`src/rtl/pipe_pkg.sv`:
```
// Shared pipeline types: decoded control word, EX-stage register image and bubble constants.
package pipe_pkg;

  localparam logic [6:0] OPC_LOAD   = 7'b0000011;
  localparam logic [6:0] OPC_STORE  = 7'b0100011;
  localparam logic [6:0] OPC_OP     = 7'b0110011;
  localparam logic [6:0] OPC_OP_IMM = 7'b0010011;
  localparam logic [6:0] OPC_BRANCH = 7'b1100011;
  localparam logic [6:0] OPC_JAL    = 7'b1101111;
  localparam logic [6:0] OPC_JALR   = 7'b1100111;

  localparam logic [1:0] WR_SRC_ALU = 2'b00;
  localparam logic [1:0] WR_SRC_MEM = 2'b01;
  localparam logic [1:0] WR_SRC_PC4 = 2'b10;

  typedef struct packed {
    logic [3:0] alu_op;
    logic [4:0] br_op;
    logic [2:0] dm_ctrl;
    logic [1:0] ru_data_wr_src;
    logic       ru_wr;
    logic       dm_wr;
    logic       alu_a_src;
    logic       alu_b_src;
  } ctrl_t;

  localparam ctrl_t CTRL_BUBBLE = '0;

  typedef struct packed {
    logic        valid;
    ctrl_t       ctrl;
    logic [31:0] pc;
    logic [31:0] pc4;
    logic [31:0] rs1_data;
    logic [31:0] rs2_data;
    logic [31:0] imm;
    logic [4:0]  rs1;
    logic [4:0]  rs2;
    logic [4:0]  rd;
  } ex_t;

  localparam ex_t EX_BUBBLE = '0;

  typedef enum logic [1:0] {ActHold, ActFlush, ActBubble, ActLoad} action_e;

  function automatic logic [15:0] sat_inc(input logic [15:0] v);
    return (v == 16'hFFFF) ? v : v + 16'd1;
  endfunction

endpackage

```
`src/rtl/load_use_detect.sv`:
```
// Combinational load-use hazard check between the load in EX and the instruction in ID.
module load_use_detect
  import pipe_pkg::*;
(
  input  logic       ex_valid_i,
  input  ctrl_t      ex_ctrl_i,
  input  logic [4:0] ex_rd_i,
  input  logic       id_valid_i,
  input  logic       id_use_rs1_i,
  input  logic [4:0] id_rs1_i,
  input  logic       id_use_rs2_i,
  input  logic [4:0] id_rs2_i,
  output logic       load_use_o
);

  logic ex_is_load;
  logic rs1_hit;
  logic rs2_hit;

  always_comb begin
    // x0 is hard-wired, so a load targeting it can never feed a consumer.
    ex_is_load = ex_valid_i & ex_ctrl_i.ru_wr & (ex_ctrl_i.ru_data_wr_src == WR_SRC_MEM) &
                 (ex_rd_i != 5'd0);
    rs1_hit    = id_use_rs1_i & (id_rs1_i == ex_rd_i);
    rs2_hit    = id_use_rs2_i & (id_rs2_i == ex_rd_i);
    load_use_o = ex_is_load & id_valid_i & (rs1_hit | rs2_hit);
  end

endmodule

```
`src/rtl/id_ex_reg.sv`:
```
// ID/EX pipeline register with hold, flush, load-use bubble insertion and event counters.
module id_ex_reg
  import pipe_pkg::*;
(
  input  logic        clk,
  input  logic        rst_n,
  input  ctrl_t       id_ctrl,
  input  logic        id_valid,
  input  logic [31:0] id_pc,
  input  logic [31:0] id_pc4,
  input  logic [31:0] id_rs1_data,
  input  logic [31:0] id_rs2_data,
  input  logic [31:0] id_imm,
  input  logic [4:0]  id_rs1,
  input  logic [4:0]  id_rs2,
  input  logic [4:0]  id_rd,
  input  logic        id_use_rs1,
  input  logic        id_use_rs2,
  input  logic        stall_i,
  input  logic        flush_i,
  output ctrl_t       ex_ctrl,
  output logic        ex_valid,
  output logic [31:0] ex_pc,
  output logic [31:0] ex_pc4,
  output logic [31:0] ex_rs1_data,
  output logic [31:0] ex_rs2_data,
  output logic [31:0] ex_imm,
  output logic [4:0]  ex_rs1,
  output logic [4:0]  ex_rs2,
  output logic [4:0]  ex_rd,
  output logic        stall_o,
  output logic [15:0] cnt_lu,
  output logic [15:0] cnt_flush
);

  ex_t         ex_q, ex_d;
  logic [15:0] cnt_lu_q, cnt_lu_d;
  logic [15:0] cnt_flush_q, cnt_flush_d;
  logic        load_use;
  action_e     action;

  load_use_detect u_load_use_detect (
    .ex_valid_i   (ex_q.valid),
    .ex_ctrl_i    (ex_q.ctrl),
    .ex_rd_i      (ex_q.rd),
    .id_valid_i   (id_valid),
    .id_use_rs1_i (id_use_rs1),
    .id_rs1_i     (id_rs1),
    .id_use_rs2_i (id_use_rs2),
    .id_rs2_i     (id_rs2),
    .load_use_o   (load_use)
  );

  always_comb begin
    action      = ActLoad;
    ex_d        = ex_q;
    cnt_lu_d    = cnt_lu_q;
    cnt_flush_d = cnt_flush_q;

    if (stall_i)       action = ActHold;
    else if (flush_i)  action = ActFlush;
    else if (load_use) action = ActBubble;

    unique case (action)
      ActHold: ;
      ActFlush: begin
        ex_d        = EX_BUBBLE;
        cnt_flush_d = sat_inc(cnt_flush_q);
      end
      ActBubble: begin
        ex_d     = EX_BUBBLE;
        cnt_lu_d = sat_inc(cnt_lu_q);
      end
      ActLoad: begin
        ex_d.valid    = id_valid;
        // Empty slots carry data through but must never write state downstream.
        ex_d.ctrl     = id_valid ? id_ctrl : CTRL_BUBBLE;
        ex_d.pc       = id_pc;
        ex_d.pc4      = id_pc4;
        ex_d.rs1_data = id_rs1_data;
        ex_d.rs2_data = id_rs2_data;
        ex_d.imm      = id_imm;
        ex_d.rs1      = id_rs1;
        ex_d.rs2      = id_rs2;
        ex_d.rd       = id_rd;
      end
      default: ;
    endcase

    // A flush squashes the branch shadow, so upstream must advance rather than hold.
    stall_o = (stall_i | load_use) & ~flush_i;
  end

  always_ff @(posedge clk) begin
    if (!rst_n) begin
      ex_q        <= EX_BUBBLE;
      cnt_lu_q    <= '0;
      cnt_flush_q <= '0;
    end else begin
      ex_q        <= ex_d;
      cnt_lu_q    <= cnt_lu_d;
      cnt_flush_q <= cnt_flush_d;
    end
  end

  assign ex_ctrl     = ex_q.ctrl;
  assign ex_valid    = ex_q.valid;
  assign ex_pc       = ex_q.pc;
  assign ex_pc4      = ex_q.pc4;
  assign ex_rs1_data = ex_q.rs1_data;
  assign ex_rs2_data = ex_q.rs2_data;
  assign ex_imm      = ex_q.imm;
  assign ex_rs1      = ex_q.rs1;
  assign ex_rs2      = ex_q.rs2;
  assign ex_rd       = ex_q.rd;
  assign cnt_lu      = cnt_lu_q;
  assign cnt_flush   = cnt_flush_q;

endmodule

```
`config.mk`:
```
export PLATFORM = sky130hd
export DESIGN_NAME = id_ex_reg
export DESIGN_NICKNAME = d
export VERILOG_FILES = /design/src/rtl/pipe_pkg.sv /design/src/rtl/load_use_detect.sv /design/src/rtl/id_ex_reg.sv
export SDC_FILE = /design/constraint.sdc
export NUM_CORES = 1
export LEC_CHECK = 0
export ABC_CLOCK_PERIOD_IN_PS = 7900
export CORE_AREA = 2 2 165 167
export CTS_BUF_LIST = sky130_fd_sc_hd__clkbuf_4 sky130_fd_sc_hd__clkbuf_8 sky130_fd_sc_hd__clkbuf_16
export DETAILED_ROUTE_END_ITERATION = 8
export DIE_AREA = 0 0 167 169
export HOLD_SLACK_MARGIN = 0.06
export PLACE_DENSITY = 0.69
export SYNTH_ARGS = -nofsm -noshare
export SYNTH_HDL_FRONTEND = slang
export SYNTH_SLANG_ARGS = --single-unit
```
`constraint.sdc`:
```
create_clock -name clk -period 7.9 [get_ports clk]
set_clock_uncertainty 0.2 [all_clocks]
set_input_delay 2.37 -clock clk [delete_from_list [all_inputs] [get_ports clk]]
set_output_delay 2.37 -clock clk [all_outputs]
set_load 0.02 [all_outputs]
```
==> flow_summary.ini, run 1 <==
[cells_and_area]
fin_util_pct = 49.2
nets = 1260
area_delta_synth_final_pct = 68.7
final_area_um2 = 13000
final_common_cell = clkdlybuf4s50_1
drive_gt1_share_pct = 5.31
mostFrequentLayoutCells = clkdlybuf4s50_1, dfxtp_1, a22o_1
fillers = 2387
stdcell_count = 1415

[clock_tree]
clock_latency_ns = 0.51
cts_sinks = 226
cts_made_buffers = 25
holdBufCountCts = 0
clock_path_buffers = 3
ctsResizeCount = 0
postCtsSetupRepairBufs = 0
clk_pin_slew_ns = 0.06
cts_tree = yes
clk_root_buffer_cell = clkbuf_16
h-tree-depth = 1

[timing]
relSlewSlack_pct = 18.3
post-route-period-util_pct = 89.7
finalHoldViolCount = 0
worst_slew_pin_slew_ns = 1.23
rsz0062_at_grt = false
tns_ns = 0
setup_ws_ns = 0.814
fin_crit_ns = 7.09
finalMaxSlewViolations = 0
fmax_mhz = 141
setup_viol = 0

[route]
drt_iter0_markers = 405
drc = 0
post_drt_wl_per_cell_um = 18.6
vias_per_cell = 4.94
dr.pass1.iters = 4
ant_nets = 0
wl_um = 26300
num_vias = 6992

[placed_design]
post-place-ws_ns = 0.794
place_congestion = 0.770
place_area_um2 = 12200
dp.cells = 1372
hpwlAfterDp_um = 18600
portBuffers = 426

[floorplanning]
num_rows = 60
coreArea_um2 = 26500
dieArea_um2 = 28200
pin_count = 427
initial_core_util_pct = 29.1
fp.dieH_um = 169
die_x_um = 167

[grt]
grt_pass1_wl_um = 39200
grt-ovfl-total = 0
antenna_found_initial = 0
grt_usage_pct = 17.2
grt_max_degree = 195
grt_pass1_vias = 6842

[setup_path]
cp.arrival_ns = 4.52
critical_path_class = input pin to output pin
worstPathRequired_ns = 5.33
cp_cell_sequence = clkdlybuf4s50_1 -> xor2_1 -> nor4_1 -> a32oi_2 -> nand2b_1 -> a21oi_1 -> clkdlybuf4s50_1
end_kind = output pin
start_kind = input pin
critPathMaxStageDelay_ns = 0.62
crit_path_frequent_cell = clkdlybuf4s50_1
critical-path-slowest-cell = clkdlybuf4s50_1
crit_fanout = 2

[synth]
synth_nets = 852
synth-edff-count = 0
ys_seq_area_share_pct = 58.6
syn_area_um2 = 7720
synth.avg_cell_area_um2 = 11.9
netlist_instances = 650
synth_warnings = 0
ys.flop_type = dfxtp_1
ys_ff_latch = 226
synthArstFlopShare_pct = 0
ys_types = 38

[power]
power_leakage_nw = 4.74
ir_drop_mv = 0.167
power_density_nw_per_um2 = 209

[worst_hold_path]
holdCritPathClass = flip-flop to flip-flop

[status]
status = completed

[flow_run]
drv_cap = 0
-- kinds of logic (layout without fill, tap and decap cells) --
kind of cell             Yosys count  after routing  synth area share [%]
flip-flops                       226            226                  58.6
AO/OA/AOI/OAI                    223            223                  24.8
AND/OR/NAND/NOR                  113            113                  8.23
buffers and inverters             56            479                  4.55
XOR/XNOR                          24             24                  2.72
multiplexers                       6              6                 0.778
adder cells (fa/ha/maj)            2              2                 0.324
other                              0              1                     0
-- flip-flops by register name, summed over array words and instances (netlist names), 16 cells and up --
signal	flops
cnt_lu	16
ex_rs2_data	32
cnt_flush	16
ex_rs1_data	32
ex_ctrl	18
ex_pc	32
ex_pc4	32
ex_imm	32
-- report_power, final --
group	total, mW	internal, mW	switching [mW]
clock	1.20	0.741	0.459
sequential	1.20	1.18	0.0237
combinational	0.318	0.184	0.134
total	2.72	2.10	0.617
-- critical path: cells and delay by family --
kind / cells / cell delay (ns)
buffers and inverters: 2 / 1.10
and+or+nand+nor: 2 / 0.54
AOI/OAI and AO/OA: 2 / 0.30
xor gates and xnor gates: 1 / 0.19
-- synth_stat cells, drive strengths merged, types with 10 or more instances --
master / number / area, um^2
buf: 23 / 228
clkbuf: 30 / 113
a32o: 18 / 180
nand3: 10 / 50.1
a21oi: 13 / 65.1
nor3: 11 / 55.1
nand2: 18 / 67.6
nand4: 13 / 81.3
xnor2: 16 / 140
a22o: 176 / 1540
nor2: 19 / 71.3
dfxtp: 226 / 4520
-- stage by stage --
stage	power (mW)	hold WS, ns
after floorplan	1.35	0.352
after global placement	1.54	0.245
after detailed placement	1.54	0.253
after CTS	2.75	0.273
after global routing	2.81	0.285
final	2.72	0.269
-- cell type report --
class	instances	area [um^2]	share of cell area, %
antenna	1	2.50	0.0192
tap	341	427	3.27
timing repair buffer	434	4350	33.4
clock buffer	33	729	5.60
clock inverter	9	125	0.960
sequential	226	4520	34.7
multi-input combinational	368	2860	22.0
inverter	3	11.3	0.0864
-- worst paths after layout --
kind | start | end | slack, ns | depth (start not counted)
max | id_rs2[3] | stall_o | 0.81 | 7
min | ex_ctrl[10] | ex_ctrl[10] | 0.27 | 1
max reg2reg | ex_rd[2] | ex_imm[2] | 4.47 | 7
min reg2reg | ex_ctrl[10] | ex_ctrl[10] | 0.27 | 1
-- per-layer routing --
| layer | part of all wire, % | global-route usage [%] | vias up | routed length, um |
|---|---|---|---|---|
| li1 | - | - | 3316 | - |
| met4 | 2.9 | 5.47 | 0 | 760 |
| met1 | 40 | 20.6 | 3295 | 10500 |
| met2 | 48 | 28.9 | 335 | 12600 |
| met3 | 9.4 | 5.94 | 46 | 2470 |
| met5 | 0 | 0 | - | 0 |
No activity file was read; power rests on OpenSTA's default activity.
==> run 2, diff against run 1 <==
Settings changed: MAX_ROUTING_LAYER from default to met4.
==> run 2 against run 1 <==
  * Combinational power about the same
  * Count of clock-buffer cells in the layout unchanged
  * Largest power group unchanged
  * Die area unchanged
  * Cell count unchanged
  * Critical path depth unchanged
  * Largest cell class unchanged
==> flow_summary.ini, run 2 (same netlist as run 1, synthesis figures left out) <==
[status]
status = completed

[placed_design]
place_area_um2 = 12200
place_congestion = 0.780
post-place-ws_ns = 0.794
hpwlAfterDp_um = 18600
portBuffers = 426
dp.cells = 1372

[setup_path]
critical_path_class = input pin to output pin
critPathMaxStageDelay_ns = 0.62
critical-path-slowest-cell = clkdlybuf4s50_1
worstPathRequired_ns = 5.33
start_kind = input pin
cp.arrival_ns = 4.53
end_kind = output pin
critPathTopFamily = buffers and inverters
crit_fanout = 2
path_buf_inv = 2
crit_path_frequent_cell = clkdlybuf4s50_1
cp_cell_sequence = clkdlybuf4s50_1 -> xor2_1 -> nor4_1 -> a32oi_2 -> nand2b_1 -> a21oi_1 -> clkdlybuf4s50_1

[timing]
hold_ws_ns = 0.270
finalHoldViolCount = 0
post-route-period-util_pct = 89.9
finalMaxSlewViolations = 0
relSlewSlack_pct = 23.1
worst_slew_pin_slew_ns = 1.15
setup_viol = 0
fmax_mhz = 141
setup_ws_ns = 0.801
rsz0062_at_grt = false
fin_crit_ns = 7.10
tns_ns = 0

[floorplanning]
initial_core_util_pct = 29.1
fp.dieH_um = 169
dieArea_um2 = 28200
coreArea_um2 = 26500
pin_count = 427
die_x_um = 167
num_rows = 60

[clock_tree]
holdBufCountCts = 0
postCtsSetupRepairBufs = 0
h-tree-depth = 1
cts_made_buffers = 25
clk_root_buffer_cell = clkbuf_16
ctsResizeCount = 0
cts_sinks = 226
cts_tree = yes
clock_latency_ns = 0.51
clk_pin_slew_ns = 0.06
clock_path_buffers = 3

[cells_and_area]
stdcell_count = 1415
mostFrequentLayoutCells = clkdlybuf4s50_1, dfxtp_1, a22o_1
fin_util_pct = 49.2
final_common_cell = clkdlybuf4s50_1
final_area_um2 = 13000
nets = 1260
fillers = 2387
drive_gt1_share_pct = 5.31
multi_input_area_um2 = 2860
area_delta_synth_final_pct = 68.7
regArea_um2 = 4520

[route]
drc = 0
dr.pass1.iters = 5
post_drt_wl_per_cell_um = 18.5
num_vias = 7020
wl_um = 26200
drt_iter0_markers = 437
vias_per_cell = 4.96
ant_nets = 0

[grt]
grt_usage_pct = 17.7
grt_pass1_vias = 6878
antenna_found_initial = 0
grt-ovfl-total = 0
grt_pass1_wl_um = 39100
grt_max_degree = 195

[worst_hold_path]
holdCritPathClass = flip-flop to flip-flop

[power]
power_density_nw_per_um2 = 209
finalPower_mw = 2.72
ir_drop_mv = 0.167
power_leakage_nw = 4.74

[flow_run]
drv_cap = 0
## run 2: cell counts in the layout (fill, tap and decap cells not counted)
No cell type changed its count.
## run 2: cell type report
cell class,count,area share [%]
antenna,1,0.0192
clock buffer,33,5.60
clock inverter,9,0.960
inverter,3,0.0864
multi-input combinational,368,22.0
sequential,226,34.7
tap,341,3.27
timing repair buffer,434,33.4
## run 2: power breakdown
| part | internal, mW | switching [mW] | leakage, nW |
|---|---|---|---|
| Combinational | 0.184 | 0.134 | 2.48 |
| Clock | 0.741 | 0.458 | 0.421 |
| Sequential | 1.18 | 0.0237 | 1.84 |
## run 2: worst reg2reg max path, delay by kind of cell, from the launching register on
family	cells	cell delay, ns
xor gates and xnor gates	1	0.32
and+or+nand+nor	1	0.11
buffers and inverters	2	0.76
DFF	1	0.54
AOI/OAI and AO/OA	3	1.42
## run 2: path summary, 6_finish.rpt
check	cells after the start	end	slack (ns)	start
worst max-delay path	7	stall_o	0.80	id_rs2[3]
worst max register to register	7	ex_imm[6]	4.49	ex_rd[2]
worst min-delay path	1	ex_ctrl[10]	0.27	ex_ctrl[10]
worst min register to register	1	ex_ctrl[10]	0.27	ex_ctrl[10]
## run 2: per-layer routing
layer / track usage [%] / share of wire, % / routed length, um / up-vias
li1: - / - / - / 3314
met1: 21.0 / 40 / 10400 / 3301
met2: 29.0 / 48 / 12600 / 354
met3: 5.47 / 9.2 / 2400 / 51
met4: 5.32 / 3.0 / 786 / 0
met5: - / 0 / 0 / -
==> run 3, diff against run 2 <==
Settings changed: CORE_AREA 2 2 165 167 to 2 2 166 168, DIE_AREA 0 0 167 169 to 0 0 168 170, DONT_BUFFER_PORTS from default to 1, PLACE_DENSITY 0.69 to 0.47.
==> run 3 against run 2 <==
  * Register-to-register slack got worse by 0.13 ns
  * Clock power hardly changed
  * Sequential power is 5% higher
  * Hold slack improved by 0.12 ns
  * Cell count shrank 30%
  * Critical endpoint unchanged
  * Largest power group unchanged
==> flow_summary.ini, run 3 (same netlist as run 1, synthesis figures left out) <==
[floorplanning]
pin_count = 427
coreArea_um2 = 26700
initial_core_util_pct = 29.0
num_rows = 60
dieArea_um2 = 28600
fp.dieH_um = 170
die_x_um = 168

[clock_tree]
clk_root_buffer_cell = clkbuf_16
ctsResizeCount = 0
postCtsSetupRepairBufs = 0
cts_tree = yes
cts_sinks = 226
clock_path_buffers = 3
h-tree-depth = 1
cts_made_buffers = 24
clk_pin_slew_ns = 0.06
clock_latency_ns = 0.51
holdBufCountCts = 0

[cells_and_area]
mostFrequentLayoutCells = dfxtp_1, a22o_1, clkbuf_16
diodes = 0
fillers = 2640
drive_gt1_share_pct = 8.53
final_common_cell = dfxtp_1
area_delta_synth_final_pct = 13.0
nets = 830

[worst_hold_path]
holdCritPathClass = flip-flop to flip-flop
whs_path_depth = 2

[route]
wl_um = 22600
num_vias = 5374
post_drt_wl_per_cell_um = 22.9
drc = 0
vias_per_cell = 5.45
dr.pass1.iters = 5
drt_iter0_markers = 318
ant_nets = 0

[timing]
worst_slew_pin_slew_ns = 1.01
relSlewSlack_pct = 32.8
rsz0062_at_grt = false
fin_crit_ns = 6.46
finalHoldViolCount = 0
fmax_mhz = 155
setup_viol = 0
finalMaxSlewViolations = 0
tns_ns = 0
post-route-period-util_pct = 81.7

[setup_path]
crit_fanout = 27
critPathMaxStageDelay_ns = 0.43
critPathTopFamily = simple AND/OR/NAND/NOR gates
critical_path_class = input pin to output pin
worstPathRequired_ns = 5.33
cp_cell_sequence = xor2_1 -> nor4_1 -> a32oi_2 -> buf_4 -> nand2b_1 -> a21oi_1
end_kind = output pin
cp.arrival_ns = 3.89
path_buf_inv = 1
start_kind = input pin
critical-path-slowest-cell = a21oi_1
worst-path-stages = 6
reg2regPathDepth = 7

[grt]
antenna_found_initial = 0
grt_pass1_vias = 5253
grt_pass1_wl_um = 32500
grt_max_degree = 140
grt-ovfl-total = 0
grt_usage_pct = 14.9

[power]
finalPower_mw = 2.51
power_density_nw_per_um2 = 287
ir_drop_mv = 0.144
power_leakage_nw = 3.15

[status]
status = completed

[placed_design]
place_congestion = 0.817
hpwlAfterDp_um = 16300
portBuffers = 0

[flow_run]
drv_cap = 0
==> run 3: final timing paths <==
kind | start | to | slack, ns
setup / recovery | id_rs2[4] | stall_o | 1.44
hold / removal | cnt_lu[14] | cnt_lu[14] | 0.39
setup reg to reg | ex_rd[4] | ex_rs2_data[22] | 4.36
hold reg to reg | cnt_lu[14] | cnt_lu[14] | 0.39
==> run 3: through the flow <==
stage          cells  utilization, %  hold slack (ns)  cell area, um^2  worst slack (ns)
2_1_floorplan    650               -            0.352             7720              1.62
3_3_place_gp     943            29.6            0.376             7890              1.41
3_5_place_dp     943            29.6            0.385             7890              1.43
4_1_cts          986            32.8            0.397             8730              1.42
5_1_grt          986            32.8            0.429             8730              1.37
6_report         986            32.8            0.392             8730              1.44
==> run 3: final cells by class <==
class | instances | area [um^2] | share of cell area (%)
Tap cell | 341 | 427 | 4.89
Clock inverter | 12 | 145 | 1.66
Timing Repair Buffer | 5 | 62.6 | 0.717
Multi-Input combinational cell | 368 | 2860 | 32.8
Sequential cell | 226 | 4520 | 51.8
Clock buffer | 31 | 696 | 7.97
Inverter | 3 | 11.3 | 0.129
==> run 3: worst reg2reg max path, stage by stage (launching register included) <==
cell and delay (ns):
dfxtp_1 0.60, xor2_1 0.35, nor4_2 0.10, a32oi_2 0.25
buf_4 0.31, o211a_4 0.84, buf_12 0.55, a22o_1 0.28
==> run 3: layer usage <==
layer / global-route usage (%) / up-vias / part of all wire, %
met5: - / - / 0
met1: 17.6 / 2573 / 39
met3: 5.05 / 27 / 9.9
met4: 3.97 / 0 / 1.7
li1: - / 2456 / -
met2: 24.3 / 318 / 49
==> run 3: power by group <==
group / switching, mW / internal [mW] / total [mW] / leakage, nW
clock network: 0.447 / 0.718 / 1.17 / 0.409
registers: 0.0801 / 1.18 / 1.26 / 1.84
logic: 0.0448 / 0.0371 / 0.0818 / 0.898
